===== src/rtl/spi_master_wb_fifo.sv =====
// spi_master_wb_fifo: Wishbone SPI master with TX/RX FIFOs, CPOL/CPHA modes and a wide clock divider
module spi_master_wb_fifo #(
  parameter int DATA_W = 8,
  parameter int FIFO_DEPTH = 4,
  parameter int SS_WIDTH = 1,
  parameter int DIV_W = 8
) (
  input  logic                clk_i,
  input  logic                rst_i,
  input  logic                cyc_i,
  input  logic                stb_i,
  input  logic                we_i,
  input  logic [2:0]          adr_i,
  input  logic [31:0]         dat_i,
  output logic [31:0]         dat_o,
  output logic                ack_o,
  output logic                inta_o,
  output logic                sck_o,
  output logic                mosi_o,
  input  logic                miso_i,
  output logic [SS_WIDTH-1:0] ss_o
);
  localparam int AW = $clog2(FIFO_DEPTH);
  localparam int CW = $clog2(2*DATA_W);
  typedef enum logic [1:0] {IDLE, LOAD, SHIFT, DONE} state_t;
  state_t state, state_nx;
  logic spie, spe, cpol, cpha, spif, wcol, cpha_q;
  logic [DIV_W-1:0] sper, div_q, div_cnt;
  logic [SS_WIDTH-1:0] ssr;
  logic [CW-1:0] cnt;
  logic [DATA_W-1:0] tsh, rsh;
  logic [DATA_W-1:0] tx_mem [FIFO_DEPTH];
  logic [DATA_W-1:0] rx_mem [FIFO_DEPTH];
  logic [AW-1:0] tx_wp, tx_rp, rx_wp, rx_rp;
  logic [AW:0] tx_cnt, rx_cnt;
  logic acc, wr, rd, tx_push, tx_pop, rx_push, rx_pop, tick, abort, load, done;
  logic tx_full, tx_empty, rx_full, rx_empty, unused;
  logic [31:0] rdata;
  assign unused = &{1'b0, dat_i};
  assign acc = cyc_i & stb_i & ~ack_o;
  assign wr = acc & we_i;
  assign rd = acc & ~we_i;
  assign tx_full = tx_cnt == (AW+1)'(FIFO_DEPTH);
  assign tx_empty = tx_cnt == '0;
  assign rx_full = rx_cnt == (AW+1)'(FIFO_DEPTH);
  assign rx_empty = rx_cnt == '0;
  assign tx_push = wr && adr_i == 3'd2 && !tx_full;
  assign rx_pop = rd && adr_i == 3'd2 && !rx_empty;
  assign inta_o = spie & spif;
  assign ss_o = ~ssr;
  assign rdata = adr_i == 3'd0 ? {24'd0, spie, spe, 1'b0, 1'b1, cpol, cpha, 2'b0} :
                 adr_i == 3'd1 ? {24'd0, spif, wcol, 2'b0, tx_full, tx_empty, rx_full, rx_empty} :
                 adr_i == 3'd2 ? (rx_empty ? 32'd0 : 32'(rx_mem[rx_rp])) :
                 adr_i == 3'd3 ? 32'(sper) :
                 adr_i == 3'd4 ? 32'(ssr) : 32'd0;
  always_ff @(posedge clk_i)
    if (rst_i) state <= IDLE;
    else state <= state_nx;
  always_comb begin
    state_nx = state == IDLE ? (spe && !tx_empty ? LOAD : IDLE) :
               abort ? IDLE :
               state == LOAD ? SHIFT :
               state == SHIFT ? (tick && cnt == CW'(2*DATA_W-1) ? DONE : SHIFT) : IDLE;
  end
  always_comb begin
    abort = !spe && (state == LOAD || state == SHIFT);
    load = state == LOAD && spe;
    done = state == DONE;
    tick = state == SHIFT && spe && div_cnt == div_q;
    tx_pop = load;
    rx_push = done && !rx_full;
  end
  always_ff @(posedge clk_i) begin
    if (tx_push) tx_mem[tx_wp] <= dat_i[DATA_W-1:0];
    if (rx_push) rx_mem[rx_wp] <= rsh;
  end
  always_ff @(posedge clk_i)
    if (rst_i || abort) begin
      tx_wp <= '0;
      tx_rp <= '0;
      tx_cnt <= '0;
      rx_wp <= '0;
      rx_rp <= '0;
      rx_cnt <= '0;
    end else begin
      if (tx_push) tx_wp <= tx_wp + AW'(1);
      if (tx_pop) tx_rp <= tx_rp + AW'(1);
      if (rx_push) rx_wp <= rx_wp + AW'(1);
      if (rx_pop) rx_rp <= rx_rp + AW'(1);
      tx_cnt <= tx_cnt + (AW+1)'(tx_push) - (AW+1)'(tx_pop);
      rx_cnt <= rx_cnt + (AW+1)'(rx_push) - (AW+1)'(rx_pop);
    end
  always_ff @(posedge clk_i)
    if (rst_i) begin
      {spie, spe, cpol, cpha, spif, wcol} <= '0;
      sper <= '0;
      ssr <= '0;
      ack_o <= 1'b0;
      dat_o <= '0;
    end else begin
      ack_o <= acc;
      dat_o <= rd ? rdata : 32'd0;
      if (wr && adr_i == 3'd0) {spie, spe, cpol, cpha} <= {dat_i[7:6], dat_i[3:2]};
      if (wr && adr_i == 3'd3) sper <= dat_i[DIV_W-1:0];
      if (wr && adr_i == 3'd4) ssr <= dat_i[SS_WIDTH-1:0];
      spif <= done | (spif & ~(wr && adr_i == 3'd1 && dat_i[7]));
      wcol <= (wr && adr_i == 3'd2 && tx_full) | (wcol & ~(wr && adr_i == 3'd1 && dat_i[6]));
    end
  always_ff @(posedge clk_i)
    if (rst_i) begin
      sck_o <= 1'b0;
      mosi_o <= 1'b0;
      cnt <= '0;
      div_cnt <= '0;
      div_q <= '0;
      cpha_q <= 1'b0;
      tsh <= '0;
      rsh <= '0;
    end else begin
      if (state == IDLE || abort) sck_o <= cpol;
      if (load) begin
        tsh <= tx_mem[tx_rp];
        cnt <= '0;
        div_cnt <= '0;
        div_q <= sper;
        cpha_q <= cpha;
        sck_o <= cpol;
        if (!cpha) mosi_o <= tx_mem[tx_rp][DATA_W-1];
      end
      if (tick) begin
        sck_o <= ~sck_o;
        cnt <= cnt + CW'(1);
        div_cnt <= '0;
        if (cnt[0] == cpha_q) rsh <= {rsh[DATA_W-2:0], miso_i};
        else begin
          tsh <= {tsh[DATA_W-2:0], 1'b0};
          mosi_o <= cpha_q ? tsh[DATA_W-1] : tsh[DATA_W-2];
        end
      end else if (state == SHIFT) div_cnt <= div_cnt + DIV_W'(1);
    end
endmodule

===== config.mk =====
export PLATFORM = sky130hd
export DESIGN_NAME = spi_master_wb_fifo
export DESIGN_NICKNAME = d
export VERILOG_FILES = /design/src/rtl/spi_master_wb_fifo.sv
export SDC_FILE = /design/constraint.sdc
export NUM_CORES = 1
export LEC_CHECK = 0
export ABC_CLOCK_PERIOD_IN_PS = 10500
export CAP_MARGIN = 20
export CORE_MARGIN = 2
export CORE_UTILIZATION = 35
export DETAILED_ROUTE_END_ITERATION = 16
export PLACE_DENSITY = 0.66
export SYNTH_ARGS = -nofsm -noshare
export SYNTH_HDL_FRONTEND = slang
export SYNTH_SLANG_ARGS = --single-unit
export TNS_END_PERCENT = 30

===== constraint.sdc =====
create_clock -name clk_i -period 10.5 [get_ports clk_i]
set_input_delay 3.15 -clock clk_i [delete_from_list [all_inputs] [get_ports clk_i]]
set_output_delay 3.15 -clock clk_i [all_outputs]
set_load 0.005 [all_outputs]

==> results of run 1 <==
## cells by family after synthesis
kind of cell | count (synthesis) | share of synthesized area
adder cells (fa/ha/maj) | 20 | 0.0408
XOR/XNOR | 20 | 0.0270
buffers and inverters | 70 | 0.0553
other | 1 | 0.000577
AND/OR/NAND/NOR | 180 | 0.146
multiplexers | 58 | 0.123
flip-flops | 147 | 0.551
AO/OA/AOI/OAI | 57 | 0.0564
## final cells by class
cell class | count | area [sq um]
Clock buffer | 28 | 517
Clock inverter | 4 | 71.3
Fill cell | 1651 | 10600
Inverter | 19 | 71.3
Multi-Input combinational cell | 359 | 2640
Sequential cell | 147 | 3580
Tap cell | 229 | 287
Timing Repair Buffer | 33 | 313
## cells in the mapped netlist, drive strengths merged (3+ instances only)
cell,n
nor3,16
ha,18
nor4,4
and3,4
mux4,16
nor2,40
nor2b,13
clkbuf,18
nand2,43
a21oi,25
inv,19
xor2,8
nand3,9
mux2,15
o21ai,6
mux2i,27
a211oi,4
nand3b,5
nor3b,9
a22oi,4
edfxtp,64
and2,12
buf,33
dfxtp,83
a311oi,3
xnor2,12
nand2b,12
## final timing paths
path,start,end,slack [ns],cells after the start
setup reg to reg,state[1],tx_cnt[2],7.45,13
setup / recovery,adr_i[1],tx_cnt[2],4.20,12
hold / removal,div_q[1],div_q[1],0.47,2
hold reg to reg,div_q[1],div_q[1],0.47,2
## routing by layer
| layer | wire, um | global-route usage |
|---|---|---|
| met5 | 0 | 0 |
| met4 | 222 | 0.0574 |
| met3 | 603 | 0.0349 |
| met2 | 6430 | 0.235 |
| met1 | 5890 | 0.172 |
## power by group through the flow
stage               sequential [uW]  combinational, uW  clock (uW)
floorplan                       608               21.1           0
global placement                608               26.5           0
detailed placement              608               27.1           0
CTS                             596               27.2         606
global route                    595               30.3         632
finish                          596               27.5         597
## cells in the final DEF, fill, tap and decap left out, types with 12 or more instances in the layout
cell type / n
inv_1: 19
and2_1: 12
edfxtp_1: 64
dfxtp_1: 83
ha_1: 18
mux4_2: 16
a21oi_1: 25
clkbuf_16: 17
mux2i_1: 27
conb_1: 24
clkdlybuf4s50_1: 28
xnor2_1: 12
nor2b_1: 13
nor3_1: 15
nor2_1: 40
mux2_2: 15
nand2b_1: 12
nand2_1: 43
## sequential cells by signal (all words and copies together) (netlist names), 2 cells and up, named ones only
name / cells
tx_mem: 32
tx_rp: 2
tx_wp: 2
tx_cnt: 3
div_q: 8
rx_cnt: 3
rx_rp: 2
sper: 8
rsh: 8
cnt: 4
state: 2
rx_wp: 2
tsh: 8
dat_o: 8
rx_mem: 32
div_cnt: 8
## per-stage QoR
| step | instance area (sq um) | utilization |
|---|---|---|
| floorplan | 6590 | - |
| global route | 7480 | 0.414 |
| global placement | 6890 | 0.381 |
| CTS | 7480 | 0.414 |
| detailed placement | 6890 | 0.381 |
| finish | 7480 | 0.414 |
## worst min-delay path, delay by kind of cell, from the launching register on
family	cells	cell delay, ns
DFF	1	0.31
and+or+nand+nor	1	0.05
AOI/OAI and AO/OA	1	0.05
==> results by group, run 1 <==
Timing
  – RSZ-0062 raised after global routing: false
  – Setup slack after layout: about 4.2 ns
  – Setup_tns: 0 ns
  – Final setup vio count: 0
  – Final Max Tran Viols: 0
  – Minimum clock period: 6.30 ns
  – Max Fclk: 159 MHz
  – Worst slew margin: 0.414
  – Final hold slack: about 0.47 ns
  – Clock skew: between 0.006 and 0.007 ns
  – Worst-Margin Slew: 0.874 ns
  – Crit share post-route: 0.600
  – Final Hold Fails: 0

Global route
  – Pin count of the biggest net entering global routing: 70
  – First-pass GRT wire length: 21.1 mm
  – Vias in the first global route: 4130
  – Grt ovf: 0
  – Total track usage: 0.140
  – Initial antenna violation count: 0

Critical path
  – Worst path cell trace: clkdlybuf4s50_1 > or3b_2 > nor3_1 > inv_1 > ha_1 > inv_1 > ha_1 > inv_1 > fa_1 > xor2_1 > xnor2_1 > nor2_1
  – Worst Setup Start Kind: input pin
  – CP Max Fanout: 17
  – Critical Path Sink Type: register
  – Cell family with most CP delay: simple AND/OR/NAND/NOR gates
  – WS Path Type: input pin to register
  – CP arrival: 6.60 ns
  – Slowest stage delay, CP: ~0.85 ns
  – CP Buf/Inv Count: 4
  – CP max-delay cell: clkdlybuf4s50_1
  – Req. time, crit path: 10.79 ns
  – Most Frequent Cell on Critical Path: inv_1

Placed design
  – Port Buf Inserts: 29
  – DP Worst Slack: 3.79 ns
  – GPL Wtd Cong: 0.817
  – Post-DP HPWL: 9.13 mm
  – # placed instances: between 700 and 800

Cells and area
  – Final Net Count: 638
  – Fin cells: 819
  – Area Overhead vs Synth: 15.2%
  – Antenna cell count: 0
  – Fraction of layout cells with a size suffix above 1: 0.117

Power
  – Switching power: 233 uW
  – Clock power frac: 0.489
  – Flop pwr share: 0.488
  – Pwr per Cell Area: 163 mW/mm^2
  – Leakage: ~0.0026 uW
  – Power Internal: 987 uW
  – Max rail drop VDD: between 100 and 150 uV
  – Logic pwr share: 0.023
  – Total power draw: 1220 uW
  – Switch share: 0.191

Detailed routing
  – Vias per inst: between 5 and 6
  – Via Count: between 4000 and 5000
  – Pre-Repair DR Iteration Count: 4
  – First DRT Iteration DRCs: 255
  – Remaining antenna violation count: 0
  – Per-cell routed wire length: between 15 and 20 um
  – Final wirelength: 13.1 mm
  – Drt drc: 0

Yosys
  – YS warnings: 0
  – Post-synthesis register bit count: 147
  – EDFF count, synth: 64
  – Ys async rst share: 0
  – Post-synth cell types: 54
  – Register area share after synthesis: 0.551
  – Syn Inst Count: about 550
  – Post-synthesis cell area: 0.00650 sq mm
  – Dominant synthesized flop cell: dfxtp_1
  – Yosys top cell by area: edfxtp_1
  – Synth area leaders: edfxtp_1 (30%), dfxtp_1 (26%), mux4_2 (5.5%)
  – Post-synth top area share: 0.296
  – Mean Syn Cell Area: 11.8 sq um

Clock tree
  – Clk Latency, worst-skew pair: ~0.42 ns
  – Number of CTS-inserted buffers: 17
  – Root Driver: clkbuf_16
  – Post-CTS Hold Fix Bufs: 0
  – CTS resizes: 0
  – CTS tree: built
  – Max clock buf depth: 2
  – H-tree Lvls: 4
  – Setup repair bufs after CTS: 0
  – Sink Count: 147
  – Clk slew on worst S/H paths: 0.05 ns

Die
  – Die ar.: 0.0197 sq mm
  – Core area: 0.0181 sq mm
  – Site Rows: 49
  – Die Width: 140 um
  – I/O pin count: 78
  – Die Y: 140 um
  – Initial cell density of the core: 0.359

Run status
  – Status: complete, no violations

Flow run
  – Max-cap violations: 0

Hold path
  – Worst Hold Class: register to register
Power figures use the tool's default switching activity.
==> run 2, diff against run 1 <==
Settings changed: ABC_CLOCK_PERIOD_IN_PS 10500 to 5200, PLACE_DENSITY 0.66 to 0.68.
Clock period 10.5 ns to 5.2 ns, I/O delays scaled along.
==> run 2 against run 1 <==
Effect of this change:
- die area unchanged
- clock power increased by 94%
- first-iteration DRC count up 8.6%
- worst hold slack better by 0.0064 ns
- final cell count is 0.37% higher
- largest cell class unchanged
- highest routed layer unchanged
==> results by group, run 2 (synthesized netlist as in run 1, its figures left out) <==
Run status
  – Status: complete, no violations

Critical path
  – Worst R2R Setup Slack: 2.13 ns (-5.32 ns)
  – Worst path cell trace: clkdlybuf4s50_1 > or3b_2 > nor3_1 > buf_4 > inv_1 > ha_1 > inv_1 > ha_1 > inv_1 > fa_1 > xor2_1 > xnor2_1 > nor2_1
  – Critical path depth: 13 (+1)
  – Cell family with most CP delay: buffers and inverters
  – CP Max Fanout: 11 (-6)
  – Critical Path Sink Type: register
  – R2R cell count: 13 (unchanged)
  – Req. time, crit path: 5.49 ns (-5.30 ns)
  – CP max-delay cell: clkdlybuf4s50_1
  – Worst Setup Start Kind: input pin
  – Slowest stage delay, CP: 0.60 ns (-0.25 ns)
  – CP Buf/Inv Count: 5 (+1)
  – WS Path Type: input pin to register
  – CP arrival: 4.47 ns (-2.13 ns)
  – Most Frequent Cell on Critical Path: inv_1

Clock tree
  – Post-CTS Hold Fix Bufs: 0 (unchanged)
  – H-tree Lvls: 4 (unchanged)
  – Clk slew on worst S/H paths: 0.06 ns (about the same)
  – CTS tree: built
  – CTS resizes: 0 (unchanged)
  – Sink Count: 147 (unchanged)
  – Root Driver: clkbuf_16
  – Max clock buf depth: 2 (unchanged)
  – Clk Latency, worst-skew pair: 0.42 ns (about the same)
  – Number of CTS-inserted buffers: 17 (unchanged)
  – Setup repair bufs after CTS: 0 (unchanged)

Flow run
  – Max-cap violations: 0 (unchanged)

Placed design
  – GPL Wtd Cong: 0.816 (-0.11%)
  – # placed instances: 790 (+0.51%)
  – Post-DP HPWL: 9.15 mm (+0.15%)
  – Port Buf Inserts: 29 (unchanged)
  – DP Worst Slack: 0.606 ns (-3.18 ns)

Die
  – Die Width: 140 um (unchanged)
  – Core area: 0.0181 sq mm (unchanged)
  – I/O pin count: 78 (unchanged)
  – Die ar.: 0.0197 sq mm (unchanged)
  – Initial cell density of the core: 0.359 (unchanged)
  – Die Y: 140 um (unchanged)
  – Site Rows: 49 (unchanged)

Cells and area
  – Fraction of layout cells with a size suffix above 1: 0.130 (+0.0129)
  – Biggest regs: rx_mem x32, tx_mem x32
  – Area Overhead vs Synth: 15.3%
  – Fin cells: 822 (+0.37%)
  – Final Net Count: 641 (+0.47%)
  – Commonest non-fill, non-tap cell in the layout: dfxtp_1
  – Most frequent cells in the layout: dfxtp_1 (83), edfxtp_1 (64), nand2_1 (43)
  – Antenna cell count: 0 (unchanged)

Timing
  – Final setup vio count: 0 (unchanged)
  – RSZ-0062 raised after global routing: false
  – Crit share post-route: 0.804
  – Minimum clock period: 4.18 ns
  – Final Hold Fails: 0 (unchanged)
  – Clock skew: 0.0148 ns (+0.00860 ns)
  – Setup slack after layout: 1.02 ns (-3.18 ns)
  – Setup_tns: 0 ns (unchanged)
  – Worst slew margin: 0.404 (-0.00959)
  – Final Max Tran Viols: 0 (unchanged)
  – Worst-Margin Slew: 0.889 ns (+0.0143 ns)
  – Max Fclk: around 240 MHz

Global route
  – First-pass GRT wire length: 21.4 mm (+1.3%)
  – Vias in the first global route: 4181 (+1.2%)
  – Grt ovf: 0 (unchanged)
  – Total track usage: 0.140 (+0.000682)
  – Pin count of the biggest net entering global routing: 43 (-39%)
  – Initial antenna violation count: 0 (unchanged)

Hold path
  – Hold path cells: 2 (unchanged)
  – Worst Hold Class: register to register

Detailed routing
  – Remaining antenna violation count: 0 (unchanged)
  – Per-cell routed wire length: 15.8 um (-1.4%)
  – Final wirelength: 13.0 mm (-1.1%)
  – Via Count: 4081 (-0.75%)
  – First DRT Iteration DRCs: 277 (+8.6%)
  – Drt drc: 0 (unchanged)
  – Vias per inst: 4.96 (-1.1%)
  – Pre-Repair DR Iteration Count: 4 (unchanged)

Power
  – Pwr per Cell Area: 323 mW/mm^2 (+98%)
  – Leakage: 0.00256 uW (-2.6%)
  – Max rail drop VDD: 253 uV (+93%)
  – Total power draw: 2420 uW (+98%)
run 2: changes by cell type in the layout (fill, tap and decap cells not counted):
cell        previous run  this run
bufinv_16              2         1
clkbuf_16             17        18
clkinv_4               0         2
clkbuf_1               6         1
buf_4                  3         7
clkinv_2               1         4
clkinvlp_4             0         4
clkbuf_8               5         1
inv_6                  0         1
inv_4                  1         0
clkbuf_2               1         0
run 2: final timing paths:
path / startpoint / endpoint
setup reg to reg: state[1] / tx_cnt[2]
hold / removal: div_q[7] / div_q[7]
hold reg to reg: div_q[7] / div_q[7]
setup / recovery: adr_i[2] / tx_cnt[2]
run 2: final cells by class:
cell class	instances	area [sq um]
clock inverters	12	106
multi-input cells	359	2640
well taps	229	287
fillers	1666	10600
repair buffers	36	338
flip-flops and latches	147	3580
inverters	19	71.3
clock buffers	20	468
run 2: report_power, final:
group          total, uW  leakage (uW)  switching [uW]  internal (uW)
Combinational       57.4       0.00106            35.8           21.6
Clock               1160      0.000273             461            698
Sequential          1200       0.00122            1.51           1200
run 2: routing by layer:
layer	GRT usage	up-vias	routed length [um]
met5	0	-	0
met2	0.239	82	6540
met1	0.174	2024	5970
met3	0.0417	2	446
met4	0.0388	0	49
li1	-	1973	-
run 2: tightest hold or removal path: cells and delay by family, from the launching register on:
family,cells,cell delay [ns]
simple gates,1,0.05
flops,1,0.32
compound gates,1,0.05
run 2: through the flow:
stage	cell area (sq um)	util	hold WS (ns)
after floorplan	6590	-	0.439
after global placement	6920	0.383	0.467
after detailed placement	6920	0.383	0.468
after CTS	7500	0.414	0.477
after global routing	7500	0.414	0.488
final	7500	0.414	0.474
==> run 3, diff against run 2 <==
Settings changed: ABC_CLOCK_PERIOD_IN_PS 5200 to 4050, PLACE_DENSITY 0.68 to 0.66.
Clock period 5.2 ns to 4.05 ns, I/O delays scaled along.
==> run 3 against run 2 <==
Effect of this change:
- total power is 33% higher
- setup slack got worse by 0.47 ns
- combinational power rose by 32%
- final cell count grew 0.73%
- sequential power up 28%
- first-iteration DRC count fell by 29%
- sequential share of layout area down 0.51 points
- largest cell class unchanged
- highest routed layer unchanged
==> results by group, run 3 (synthesized netlist as in run 1, its figures left out) <==
Critical path
  – CP max-delay cell: clkdlybuf4s50_1
  – WS Path Type: input pin to register
  – Slowest stage delay, CP: 0.48 ns (-0.12 ns)
  – CP Max Fanout: 2 (-9)
  – Worst path cell trace: clkdlybuf4s50_1 > or3b_2 > nor3_1 > inv_1 > ha_1 > inv_1 > ha_1 > inv_1 > fa_1 > xor2_1 > xnor2_1 > nor2_1
  – CP arrival: 3.80 ns (-0.67 ns)
  – Req. time, crit path: 4.35 ns (-1.14 ns)
  – Most Frequent Cell on Critical Path: inv_1
  – Worst Setup Start Kind: input pin
  – Critical Path Sink Type: register

Detailed routing
  – Vias per inst: 5.03 (+1.3%)
  – Per-cell routed wire length: 15.9 um (+0.62%)
  – Remaining antenna violation count: 0 (unchanged)
  – Drt drc: 0 (unchanged)
  – Final wirelength: 13.2 mm (+1.4%)
  – Pre-Repair DR Iteration Count: 4 (unchanged)
  – Via Count: 4164 (+2.0%)
  – First DRT Iteration DRCs: 198 (-29%)

Cells and area
  – Fraction of layout cells with a size suffix above 1: 0.139 (+0.00872)
  – Biggest regs: rx_mem x32, tx_mem x32
  – Area Overhead vs Synth: 16.6%
  – Most frequent cells in the layout: dfxtp_1 (83), edfxtp_1 (64), nand2_1 (43)
  – Commonest non-fill, non-tap cell in the layout: dfxtp_1
  – Fin cells: 828 (+0.73%)
  – Antenna cell count: 0 (unchanged)
  – Final Net Count: 647 (+0.94%)

Global route
  – Routing usage on met2: 0.240 (+0.00129)
  – Total track usage: 0.140 (about the same)
  – Pin count of the biggest net entering global routing: 33 (-23%)
  – Initial antenna violation count: 0 (unchanged)
  – Routing usage on met3: 0.0338 (-0.00786)
  – M1 GR Usage: 0.169 (-0.00432)
  – Vias in the first global route: 4187 (+0.14%)
  – Grt ovf: 0 (unchanged)
  – Gr busiest metal: met2
  – First-pass GRT wire length: 21.3 mm (-0.55%)

Placed design
  – Post-DP HPWL: 9.31 mm (+1.7%)
  – GPL Wtd Cong: 0.841 (+3.1%)
  – Port Buf Inserts: 29 (unchanged)
  – # placed instances: 796 (+0.76%)

Clock tree
  – H-tree Lvls: 4 (unchanged)
  – CTS tree: built
  – Number of CTS-inserted buffers: 17 (unchanged)
  – CTS resizes: 0 (unchanged)
  – Post-CTS Hold Fix Bufs: 0 (unchanged)
  – Max clock buf depth: 2 (unchanged)
  – Clk slew on worst S/H paths: 0.06 ns (about the same)
  – Root Driver: clkbuf_16
  – Clk Latency, worst-skew pair: 0.42 ns (about the same)
  – Sink Count: 147 (unchanged)
  – Setup repair bufs after CTS: 0 (unchanged)

Die
  – I/O pin count: 78 (unchanged)
  – Core area: 0.0181 sq mm (unchanged)
  – Site Rows: 49 (unchanged)
  – Die Width: 140 um (unchanged)
  – Die Y: 140 um (unchanged)
  – Die ar.: 0.0197 sq mm (unchanged)
  – Initial cell density of the core: 0.359 (unchanged)

Timing
  – Crit share post-route: 0.864
  – Final Hold Fails: 0 (unchanged)
  – Worst-Margin Slew: 0.845 ns (-0.0432 ns)
  – Clock skew: 0.0149 ns (+0.0000635 ns)
  – Setup_tns: 0 ns (unchanged)
  – Final Max Tran Viols: 0 (unchanged)
  – Max Fclk: 286 MHz
  – Minimum clock period: 3.50 ns
  – Final setup vio count: 0 (unchanged)
  – Worst slew margin: 0.432 (+0.0278)
  – RSZ-0062 raised after global routing: false

Power
  – Max rail drop VDD: 363 uV (+44%)
  – Leakage: 0.00260 uW (+1.8%)
  – Pwr per Cell Area: 424 mW/mm^2 (+31%)

Flow run
  – Max-cap violations: 0 (unchanged)

Hold path
  – Worst Hold Class: register to register

Run status
  – Status: complete, no violations
## run 3: power breakdown
group | internal, uW | switching, uW | leakage (uW) | total (uW)
Clock | 998 | 597 | 0.000291 | 1600
Sequential | 1540 | 1.84 | 0.00122 | 1540
Combinational | 29.6 | 46.0 | 0.00109 | 75.6
Total | 2570 | 645 | 0.00260 | 3220
## run 3: metrics by stage
step | power, uW | cell area [sq um] | hold WS, ns | utilization | worst slack [ns]
4_1_cts | 3240 | 7580 | 0.474 | 0.419 | 0.540
2_1_floorplan | 1630 | 6590 | 0.439 | - | 0.320
3_5_place_dp | 1650 | 6970 | 0.470 | 0.385 | 0.0953
6_report | 3220 | 7580 | 0.475 | 0.419 | 0.550
3_3_place_gp | 1650 | 6970 | 0.467 | 0.385 | 0.181
5_1_grt | 3310 | 7580 | 0.495 | 0.419 | 0.365
## run 3: cell type report
cell class	count	area (sq um)
Clock buffer	18	450
Clock inverter	14	159
Fill cell	1650	10500
Inverter	19	71.3
Multi-Input combinational cell	359	2640
Sequential cell	147	3580
Tap cell	229	287
Timing Repair Buffer	42	383
## run 3: routing by layer
layer  vias to the layer above  share of wire
met3                         8          0.044
met1                      2065           0.45
li1                       1991              -
met4                         0         0.0089
met5                         -              0
met2                       100           0.50
## run 3: final timing paths
kind | slack [ns] | from | cells past startpoint | end
max | 0.55 | adr_i[1] | 12 | tx_cnt[2]
min | 0.48 | div_q[1] | 2 | div_q[1]
max reg2reg | 1.43 | state[0] | 6 | rsh[6]
min reg2reg | 0.48 | div_q[1] | 2 | div_q[1]
## run 3: critical path, delay by kind of cell
family	cells	cell delay (ns)
and+or+nand+nor	3	0.80
adders and majority gates	3	0.79
xor gates and xnor gates	2	0.32
buffers and inverters	4	0.66
